$ cat config.mk
export PLATFORM = sky130hd
export DESIGN_NAME = clk_sel_ctrl
export DESIGN_NICKNAME = d
export VERILOG_FILES = /design/src/rtl/clk_sel_pkg.sv /design/src/rtl/clk_sel_req_sync.sv /design/src/rtl/clk_sel_ctrl.sv
export SDC_FILE = /design/constraint.sdc
export NUM_CORES = 1
export LEC_CHECK = 0
export ABC_AREA = 1
export CORE_MARGIN = 4
export CORE_UTILIZATION = 55
export DETAILED_ROUTE_END_ITERATION = 10
export PLACE_DENSITY = 0.78
export SETUP_SLACK_MARGIN = 0.1
export SYNTH_ARGS = -nofsm -noshare
export SYNTH_HDL_FRONTEND = slang
export SYNTH_SLANG_ARGS = --single-unit
$ cat constraint.sdc
create_clock -name clk -period 2.34 [get_ports clk]
set_input_delay 0.234 -clock clk [delete_from_list [all_inputs] [get_ports clk]]
set_output_delay 0.234 -clock clk [all_outputs]
set_load 0.01 [all_outputs]
$ cat src/rtl/clk_sel_pkg.sv
// Shared types and constants for the clock-select sequencer.
// Holds the FSM state encoding, default timing and the reset value of sel.
package clk_sel_pkg;

  typedef enum logic [1:0] {
    IDLE     = 2'd0,
    GATE_OFF = 2'd1,
    SWITCH   = 2'd2,
    DWELL    = 2'd3
  } clk_sel_state_t;

  localparam int CLK_SEL_SETTLE_DEF = 4;
  localparam int CLK_SEL_DWELL_DEF  = 16;
  localparam logic CLK_SEL_RST_SEL  = 1'b0;

  function automatic int clk_sel_max(input int a, input int b);
    return (a > b) ? a : b;
  endfunction

endpackage

$ cat src/rtl/clk_sel_req_sync.sv
// Request synchronizer: 2-flop sync of req/target plus registered rising-edge detect.
// Latency 3 cycles from the raw edge to req_pulse; no backpressure (one pulse per rising edge).
module clk_sel_req_sync (
  input  logic clk,
  input  logic rst_n,
  input  logic req_async,
  input  logic target_async,
  output logic req_pulse,
  output logic target
);

  logic [1:0] req_meta;
  logic [1:0] tgt_meta;
  logic       req_prev;

  // target is registered alongside the pulse so both reach the FSM in the same cycle
  always_ff @(posedge clk or negedge rst_n) begin
    if (!rst_n) begin
      req_meta  <= '0;
      tgt_meta  <= '0;
      req_prev  <= 1'b0;
      req_pulse <= 1'b0;
      target    <= 1'b0;
    end else begin
      req_meta  <= {req_meta[0], req_async};
      tgt_meta  <= {tgt_meta[0], target_async};
      req_prev  <= req_meta[1];
      req_pulse <= req_meta[1] & ~req_prev;
      target    <= tgt_meta[1];
    end
  end

endmodule

$ cat src/rtl/clk_sel_ctrl.sv
// Clock-select sequencer: gate off, settle, flip sel, settle, ungate, dwell (CLK_SEL_REQ_SYNC_EN adds a req synchronizer, +3 cycles).
// Latency: ack at req+1+2*SETTLE_CYC; backpressure: requests while busy are dropped and flagged on req_drop.
module clk_sel_ctrl
  import clk_sel_pkg::*;
#(
  parameter int SETTLE_CYC = CLK_SEL_SETTLE_DEF,
  parameter int DWELL_CYC  = CLK_SEL_DWELL_DEF
) (
  input  logic clk,
  input  logic rst_n,
  input  logic sw_req,
  input  logic sw_target,
  output logic sel,
  output logic clk_gate_en,
  output logic sw_ack,
  output logic busy,
  output logic req_drop
);

  localparam int CNT_MAX = clk_sel_max(SETTLE_CYC, DWELL_CYC);
  localparam int CNT_W   = $clog2(CNT_MAX + 1);
  localparam logic [CNT_W-1:0] SETTLE_LAST = CNT_W'(SETTLE_CYC - 1);
  localparam logic [CNT_W-1:0] DWELL_LAST  = CNT_W'(DWELL_CYC - 1);
  localparam logic [CNT_W-1:0] CNT_SAT     = CNT_W'(CNT_MAX);

  logic             req;
  logic             target;
  clk_sel_state_t   state;
  logic [CNT_W-1:0] cnt;
  logic [CNT_W-1:0] cnt_inc;

`ifdef CLK_SEL_REQ_SYNC_EN
  clk_sel_req_sync u_req_sync (
    .clk          (clk),
    .rst_n        (rst_n),
    .req_async    (sw_req),
    .target_async (sw_target),
    .req_pulse    (req),
    .target       (target)
  );
`else
  assign req    = sw_req;
  assign target = sw_target;
`endif

  always_comb begin
    cnt_inc = (cnt == CNT_SAT) ? cnt : cnt + 1'b1;
  end

  // sel only moves at the GATE_OFF->SWITCH boundary, a full settle window away from either gate edge
  always_ff @(posedge clk or negedge rst_n) begin
    if (!rst_n) begin
      state       <= IDLE;
      cnt         <= '0;
      sel         <= CLK_SEL_RST_SEL;
      clk_gate_en <= 1'b1;
      sw_ack      <= 1'b0;
      busy        <= 1'b0;
      req_drop    <= 1'b0;
    end else begin
      sw_ack   <= 1'b0;
      req_drop <= req && (state != IDLE);
      case (state)
        IDLE: begin
          if (req) begin
            if (target != sel) begin
              state       <= GATE_OFF;
              clk_gate_en <= 1'b0;
              busy        <= 1'b1;
              cnt         <= '0;
            end else begin
              sw_ack <= 1'b1;
            end
          end
        end
        GATE_OFF: begin
          if (cnt == SETTLE_LAST) begin
            sel   <= ~sel;
            state <= SWITCH;
            cnt   <= '0;
          end else begin
            cnt <= cnt_inc;
          end
        end
        SWITCH: begin
          if (cnt == SETTLE_LAST) begin
            clk_gate_en <= 1'b1;
            sw_ack      <= 1'b1;
            state       <= DWELL;
            cnt         <= '0;
          end else begin
            cnt <= cnt_inc;
          end
        end
        DWELL: begin
          if (cnt == DWELL_LAST) begin
            busy  <= 1'b0;
            state <= IDLE;
            cnt   <= '0;
          end else begin
            cnt <= cnt_inc;
          end
        end
        default: state <= IDLE;
      endcase
    end
  end

endmodule

==> results of run 1 <==
path summary, 6_finish.rpt:
kind	startpoint	end	slack (ns)	cells after the start
max in group asynchronous	rst_n	clk_gate_en	1.67	1
worst max-delay path	cnt[0]	cnt[1]	0.74	8
worst min-delay path	rst_n	sw_ack	0.30	1
min in group clk	clk_gate_en	clk_gate_en	0.48	2
worst min register to register	clk_gate_en	clk_gate_en	0.48	2
worst max register to register	cnt[0]	cnt[1]	0.74	8
final cells by class:
cell class / count / share of cell area (%)
Sequential cell: 12 / 30.2
Timing Repair Buffer: 8 / 8.03
Tap cell: 16 / 2.01
Multi-Input combinational cell: 74 / 47.1
Clock buffer: 4 / 3.64
Inverter: 24 / 9.03
metal layers:
metal	track usage [%]	vias to the layer above	part of all wire [%]
li1	-	360	-
met1	22.5	313	47
met2	25.7	22	43
met3	4.51	4	7.0
met4	11.3	0	2.5
met5	0	-	0
cells in the final DEF, fill, tap and decap left out, types with 2 or more instances in the layout:
master            n
nand2_1          28
inv_1            21
dfrtp_1          11
ha_1              9
clkdlybuf4s50_1   8
nor2_1            6
nand2_4           5
nand3_1           5
inv_2             3
a21oi_1           3
nand4_1           3
clkbuf_4          3
nand3_2           2
nand2_2           2
o21ai_0           2
cells by family after synthesis:
family	synth area share [%]
buffers and inverters	10.5
DFF	35.0
xor gates and xnor gates	1.02
adders and majority gates	13.1
and+or+nand+nor	33.9
AOI/OAI and AO/OA	6.54
where the power goes:
part | total [mW] | switching [mW] | internal, mW | leakage, nW
Sequential | 0.358 | 0.0624 | 0.296 | 0.152
Clock | 0.168 | 0.0734 | 0.0946 | 0.0210
Combinational | 0.803 | 0.476 | 0.327 | 0.390
Total | 1.33 | 0.612 | 0.717 | 0.563
through the flow:
step	hold slack, ns	instances	power [mW]	worst slack [ns]	instance area, um2
final	0.302	138	1.33	0.737	997
after global routing	0.339	138	1.46	0.652	997
after CTS	0.322	138	1.33	0.749	997
after detailed placement	0.475	134	1.16	0.764	961
after global placement	0.476	134	1.15	0.821	961
after floorplan	-0.0616	110	0.962	0.890	861
Yosys cell counts:
library cell	instances
ha_1	9
nand2_1	28
o21ai_1	1
nand2_4	5
dfrtp_1	11
o21ai_0	2
o22ai_1	1
inv_2	3
xor2_1	1
nand3_2	2
nand2_2	2
o21bai_2	1
or2_4	1
a21oi_1	3
inv_1	21
nor2_2	1
nor2_4	1
nor3_1	1
dfstp_2	1
nand4_1	3
nor2_1	6
nand3_1	5
o21ai_2	1
flip-flops by register name, summed over array words and instances (netlist names):
name	count
sw_ack	1
state	2
req_drop	1
sel	1
busy	1
cnt	5
clk_gate_en	1
==> flow_summary.ini, run 1 <==
[status]
status = finished, final reports clean

[logic_synthesis]
synth_cell_types = 23
netlist_area_um2 = 861
syn_inst = 110
synth_nets = 123
yosys.area.top_type = dfrtp_1
ys_ff_latch = 12
synth.top_cell.area_share_pct = 32.0
yosys_warnings = 0
synth.top_cells.by_area = dfrtp_1, ha_1, nand2_1
syn_area_per_cell_um2 = 7.83
ys_seq_area_share_pct = 35.0

[final_layout]
fillCellCount = 121
multiInputGateArea_um2 = 469
nets = 136
final_layout_size_suffix_gt1_share_pct = 18.0
antenna_cells = 0
finalCoreUtilization_pct = 67.0
syn2layout_area_growth_pct = 15.8
ff_latch_area_um2 = 302

[clock_network]
ctsHoldBuffers = 0
postCtsResizedCells = 0
numCtsBuffers = 3
post-cts-setup-buffer-count = 0
insertion_delay_ns = 0.27
path_clk_slew_ns = 0.08
htree_levels = 1
clock_sinks = 12
clock_path_buffers = 2
cts_tree = yes
cts-root-buf = clkbuf_4

[sta]
worstMarginPinSlew_ns = 0.533
period_needed_ns = 1.60
final-setup-viol-count = 0
fin_crit_sh_pct = 68.5
grt_setup_unrepaired = no
fin_setup_tns_ns = 0
max_freq_ghz = 0.624
skew_ns = 0.000865
max-slew-margin-rel_pct = 64.4
final_hold_viol_count = 0
drv_slew = 0

[floorplan]
die_w_um = 47.6
ios = 9
row_count = 14
core_area_um2 = 1490
die_y_um = 47.6
start_util_pct = 57.8
dieArea_um2 = 2260

[pwr]
ir_drop_mv = 0.765
powerDensity_nw_per_um2 = 1330
power.leakage_nw = 0.563

[global_route]
grt_first_pass_wirelength_um = 2670
grt_pass1_vias = 636
grt_max_degree = 13
antenna_found_initial = 0
track_usage_pct = 17.4
overflow = 0

[drt]
drtIter0Drc = 28
drc = 0
wl_per_cell_um = 11.4
via_count = 699
dr.pass1.iters = 4
routed_wirelength_um = 1570
detail-route-antenna-nets = 0
vias_per_cell = 5.07

[critical_path]
critPathLaunchType = flop
crit_required_ns = 2.54
cp.arrival_ns = 1.80
crit_buf_inv = 0
crit_fanout = 5
endpoint_kind = flop
crit_type = reg -> reg
critPathMostFrequentCell = ha_1
critPathSlowestCell = dfrtp_1
path_delay_family = simple AND/OR/NAND/NOR gates
critPathMaxStageDelay_ns = 0.41
crit_chain = ha_1, nand2_1, nor2_1, ha_1, or2_4, nand2_4, nand3_1, a21oi_1

[place]
io_buffers = 8
post-dp-hpwl_um = 1240
gp_congestion = 0.867

[run]
maxCapViolCount = 0

[hold_path]
worst_hold_path_type = in -> async
(Power assumes the default switching activity.)
==> run 2: changes to the inputs <==
--- a/config.mk
+++ b/config.mk
@@ -7,9 +7,9 @@
 export LEC_CHECK = 0
 export ABC_AREA = 1
 export CORE_MARGIN = 4
-export CORE_UTILIZATION = 55
+export CORE_UTILIZATION = 49
 export DETAILED_ROUTE_END_ITERATION = 10
-export PLACE_DENSITY = 0.78
+export PLACE_DENSITY = 0.73
 export SETUP_SLACK_MARGIN = 0.1
 export SYNTH_ARGS = -nofsm -noshare
 export SYNTH_HDL_FRONTEND = slang
==> constraint.sdc (replaced) <==
create_clock -name clk -period 1.3 [get_ports clk]
set_input_delay 0.13 -clock clk [delete_from_list [all_inputs] [get_ports clk]]
set_output_delay 0.13 -clock clk [all_outputs]
set_load 0.01 [all_outputs]
==> flow_summary.ini, run 2 (synthesis gave the netlist of run 1 again) <==
[place]
dp_slack_ns = -0.134
gp_congestion = 0.819
placed_area_um2 = 1050
io_buffers = 8
post-dp-hpwl_um = 1360

[drt]
routed_wirelength_um = 1920
via_count = 787
dr.pass1.iters = 4
wl_per_cell_um = 12.6
drtIter0Drc = 27
vias_per_cell = 5.14
detail-route-antenna-nets = 0
drc = 0

[floorplan]
ios = 9
dieArea_um2 = 2490
start_util_pct = 54.6
die_w_um = 49.9
core_area_um2 = 1580
die_y_um = 49.9
row_count = 14

[clock_network]
clock_path_buffers = 2
clock_sinks = 12
cts_tree = yes
htree_levels = 1
cts-root-buf = clkbuf_4
insertion_delay_ns = 0.28
numCtsBuffers = 3
path_clk_slew_ns = 0.08

[sta]
max_freq_ghz = 0.681
period_needed_ns = 1.47
timing.final.ws_setup_ns = -0.169
final_hold_viol_count = 0
final-setup-viol-count = 8
max-slew-margin-rel_pct = 88.0
worstMarginPinSlew_ns = 0.180
fin_crit_sh_pct = 113
drv_slew = 0
grt_setup_unrepaired = yes
skew_ns = 0.00403

[pwr]
powerDensity_nw_per_um2 = 2490
sw_frac_of_total_pct = 45.2
ir_drop_mv = 1.78
clkPwrFrac_pct = 10.2
p_total_mw = 2.94
p_sw_mw = 1.33
p_comb_share_pct = 68.3
power.leakage_nw = 0.650
p_int_mw = 1.61
p_seq_share_pct = 21.5

[status]
violations = negative setup slack
status = finished with violations

[final_layout]
final_cell_mix = nand2_1, inv_1, buf_4, dfrtp_1, nand2_2
stdcell_area_um2 = 1180
final_common_cell = nand2_1
final_layout_size_suffix_gt1_share_pct = 40.1
syn2layout_area_growth_pct = 37.1
reg.largest.list = cnt: 5 flops, state: 2 flops
top_register = cnt
finalCoreUtilization_pct = 74.8
nets = 151
antenna_cells = 0
largest_reg_flops = 5

[global_route]
grt_max_degree = 13
overflow = 0
grt_first_pass_wirelength_um = 3150
grt_pass1_vias = 723
antenna_found_initial = 0
track_usage_pct = 16.9

[critical_path]
endpoint_kind = flop
cp.arrival_ns = 1.69
critPathLaunchType = flop
crit_required_ns = 1.52
crit_fanout = 5
crit_type = reg -> reg

[hold_path]
worst_hold_path_type = in -> async

[run]
maxCapViolCount = 0
-- run 2: cell types whose count changed in the layout (fill, tap and decap cells not counted), moves of 2 or more --
cell / delta
buf_4: +14
clkdlybuf4s50_1: -5
dlygate4sd2_1: +4
ha_1: -4
ha_2: +3
inv_1: -2
nand2_1: -5
nand2_2: +5
nor2_1: -2
-- run 2: area by class of cell --
type | instances | area (um2)
fill | 114 | 397
sequential | 12 | 302
timing repair buffer | 23 | 186
multi-input combinational | 74 | 543
inverter | 24 | 92.6
clock buffer | 4 | 36.3
tap | 16 | 20.0
-- run 2: worst paths after layout --
path	from	endpoint	slack, ns	cells after the start
setup / recovery	cnt[1]	cnt[2]	-0.17	10
hold / removal	rst_n	busy	0.15	2
setup reg to reg	cnt[1]	cnt[2]	-0.17	10
hold reg to reg	clk_gate_en	clk_gate_en	0.48	2
max in group asynchronous	rst_n	clk_gate_en	0.92	2
min in group clk	clk_gate_en	clk_gate_en	0.48	2
-- run 2: through the flow --
| step | setup TNS, ns | cells | hold slack, ns |
|---|---|---|---|
| 2_1_floorplan | -0.282 | 110 | -0.166 |
| 3_3_place_gp | -0.457 | 144 | 0.449 |
| 3_5_place_dp | -0.729 | 144 | 0.453 |
| 4_1_cts | -1.02 | 150 | 0.157 |
| 5_1_grt | -1.89 | 153 | 0.173 |
| 6_report | -1.09 | 153 | 0.149 |
-- run 2: repair_timing --
action / in CTS / in global routing
buffers inserted: 2 / 3
hold buffers: 0 / 0
endpoints found under the setup margin: 15 / 12
pin swaps: 5 / 3
resized for setup: 14 / 11
-- run 2: routing by layer --
metal | GRT usage, % | wire [um] | vias to the layer above | part of all wire [%]
met5 | 0 | 0 | - | 0
li1 | - | - | 389 | -
met1 | 21.7 | 836 | 364 | 44
met2 | 26.4 | 922 | 27 | 48
met4 | 7.83 | 50 | 0 | 2.6
met3 | 3.92 | 112 | 7 | 5.8
-- run 2: power groups by stage --
stage | Clock [mW] | Sequential [mW] | Combinational [mW]
2_1_floorplan | 0 | 0.675 | 1.09
3_3_place_gp | 0 | 0.628 | 1.65
3_5_place_dp | 0 | 0.637 | 1.69
4_1_cts | 0.304 | 0.629 | 1.81
5_1_grt | 0.327 | 0.655 | 2.21
6_report | 0.300 | 0.630 | 2.01
-- run 2: worst max-delay path, stage by stage (launching register included) --
cell and delay, ns:
dfrtp_1 0.39, ha_2 0.20, nand2_2 0.08, nor2_2 0.05, ha_2 0.16, or2_4 0.23
nand2_4 0.09, nand2_2 0.06, nand2_2 0.06, nand2_1 0.05, inv_1 0.04
==> run 3: changes to the inputs <==
--- a/config.mk
+++ b/config.mk
@@ -9,7 +9,7 @@
 export CORE_MARGIN = 4
 export CORE_UTILIZATION = 49
 export DETAILED_ROUTE_END_ITERATION = 10
-export PLACE_DENSITY = 0.73
+export PLACE_DENSITY = 0.74
 export SETUP_SLACK_MARGIN = 0.1
 export SYNTH_ARGS = -nofsm -noshare
 export SYNTH_HDL_FRONTEND = slang
==> flow_summary.ini, run 3 (synthesis gave the netlist of run 1 again) <==
[status]
status = finished with violations
violations = negative setup slack

[pwr]
p_comb_share_pct = 67.2
powerDensity_nw_per_um2 = 2460
power.leakage_nw = 0.644
p_total_mw = 2.87
clkPwrFrac_pct = 11.0
sw_frac_of_total_pct = 46.0
ir_drop_mv = 1.38
p_int_mw = 1.55
p_sw_mw = 1.32
p_seq_share_pct = 21.8

[floorplan]
die_y_um = 49.9
dieArea_um2 = 2490
ios = 9
core_area_um2 = 1580
row_count = 14
start_util_pct = 54.6
die_w_um = 49.9

[clock_network]
path_clk_slew_ns = 0.09
numCtsBuffers = 3
cts-root-buf = clkbuf_4
clock_path_buffers = 2
ctsHoldBuffers = 0
htree_levels = 1
insertion_delay_ns = 0.28
cts_tree = yes
clock_sinks = 12

[drt]
vias_per_cell = 5.09
routed_wirelength_um = 2000
detail-route-antenna-nets = 0
via_count = 774
wl_per_cell_um = 13.2
drtIter0Drc = 14
drc = 0
dr.pass1.iters = 4

[critical_path]
crit_chain = ha_2, nand2_2, nor2_2, ha_2, or2_4, nand2_4, nand3_2, a21oi_2
critPathMaxStageDelay_ns = 0.39
reg2reg_slack_ns = -0.17
crit_required_ns = 1.52
crit_type = reg -> reg
critPathLaunchType = flop
reg2regPathDepth = 8
crit_fanout = 5
path_delay_family = simple AND/OR/NAND/NOR gates
reg2reg_to = cnt[1]
critPathMostFrequentCell = ha_2
critPathSlowestCell = dfrtp_1
crit_buf_inv = 0
cp-startpoint = cnt[0]
cp.arrival_ns = 1.69
endpoint_kind = flop
r2r_start = cnt[0]

[final_layout]
final_common_cell = nand2_1
fillCellCount = 124
top_register = cnt
antenna_cells = 0
nets = 150
largest_reg_flops = 5
final_cell_mix = nand2_1, inv_1, buf_4, dfrtp_1
reg.largest.list = cnt: 5 flops, state: 2 flops
multiInputGateArea_um2 = 537
syn2layout_area_growth_pct = 35.3
final_layout_size_suffix_gt1_share_pct = 39.7
ff_latch_area_um2 = 302

[sta]
max-slew-margin-rel_pct = 87.6
fin_setup_tns_ns = -1.05
final-setup-viol-count = 8
fin_crit_sh_pct = 113
grt_setup_unrepaired = yes
worstMarginPinSlew_ns = 0.187
max_freq_ghz = 0.679
final_hold_viol_count = 0
skew_ns = 0.00428
drv_slew = 0
timing.final.ws_setup_ns = -0.173
period_needed_ns = 1.47

[global_route]
grt_first_pass_wirelength_um = 3370
track_usage_pct = 18.4
overflow = 0
grt_pass1_vias = 764
grt_max_degree = 13
antenna_found_initial = 0

[place]
io_buffers = 8
gp_congestion = 0.851
post-dp-hpwl_um = 1450

[run]
maxCapViolCount = 0

[hold_path]
worst_hold_path_type = in -> async
-- run 3: changes by cell type in the layout (fill, tap and decap cells not counted), sizes merged --
| cell | change |
|---|---|
| buf | -1 |
-- run 3: worst reg2reg max path: stages, from the launching register on --
cell	delay (ns)
dfrtp_1	0.39
ha_2	0.20
nand2_2	0.08
nor2_2	0.05
ha_2	0.15
or2_4	0.24
nand2_4	0.10
nand3_2	0.08
a21oi_2	0.13
-- run 3: power groups by stage --
stage | sequential, mW | clock, mW | combinational (mW)
global placement | 0.623 | 0 | 1.67
CTS | 0.626 | 0.315 | 1.85
floorplan | 0.675 | 0 | 1.09
detailed placement | 0.634 | 0 | 1.72
global route | 0.647 | 0.345 | 2.12
finish | 0.624 | 0.315 | 1.93
-- run 3: metrics by stage --
step	worst slack (ns)	instance area, um2	hold WS [ns]	utilization, %	cells
floorplan	-0.0759	876	-0.166	-	110
global placement	-0.0879	1060	0.448	67.1	145
detailed placement	-0.138	1060	0.453	67.1	145
CTS	-0.141	1140	0.156	72.2	151
global route	-0.250	1160	0.152	73.9	152
finish	-0.173	1160	0.151	73.9	152
-- run 3: worst max path at each step --
stage / to / slack (ns) / cells after the start
global route: busy / -0.25 / 9
finish: cnt[1] / -0.17 / 8
floorplan: cnt[0] / -0.08 / 8
global placement: cnt[1] / -0.09 / 8
detailed placement: cnt[1] / -0.14 / 8
CTS: cnt[3] / -0.14 / 10
-- run 3: layer usage --
layer  GRT usage, %  share of wire [%]  vias up
li1               -                  -      385
met2           30.2                 48       21
met4           12.0                2.0        0
met3           3.31                4.6        4
met5              0                  0        -
met1           21.7                 45      364
-- run 3: repair_timing --
item	in CTS	in global routing
endpoints found under the setup margin	15	12
cloned	0	0
resized for setup	17	7
setup buffers	2	1
pin swaps	5	4
-- run 3: area by class of cell --
type | instances | share of cell area [%]
Clock buffer | 4 | 3.11
Inverter | 24 | 8.16
Multi-Input combinational cell | 74 | 46.1
Sequential cell | 12 | 25.9
Tap cell | 16 | 1.72
Timing Repair Buffer | 22 | 15.0
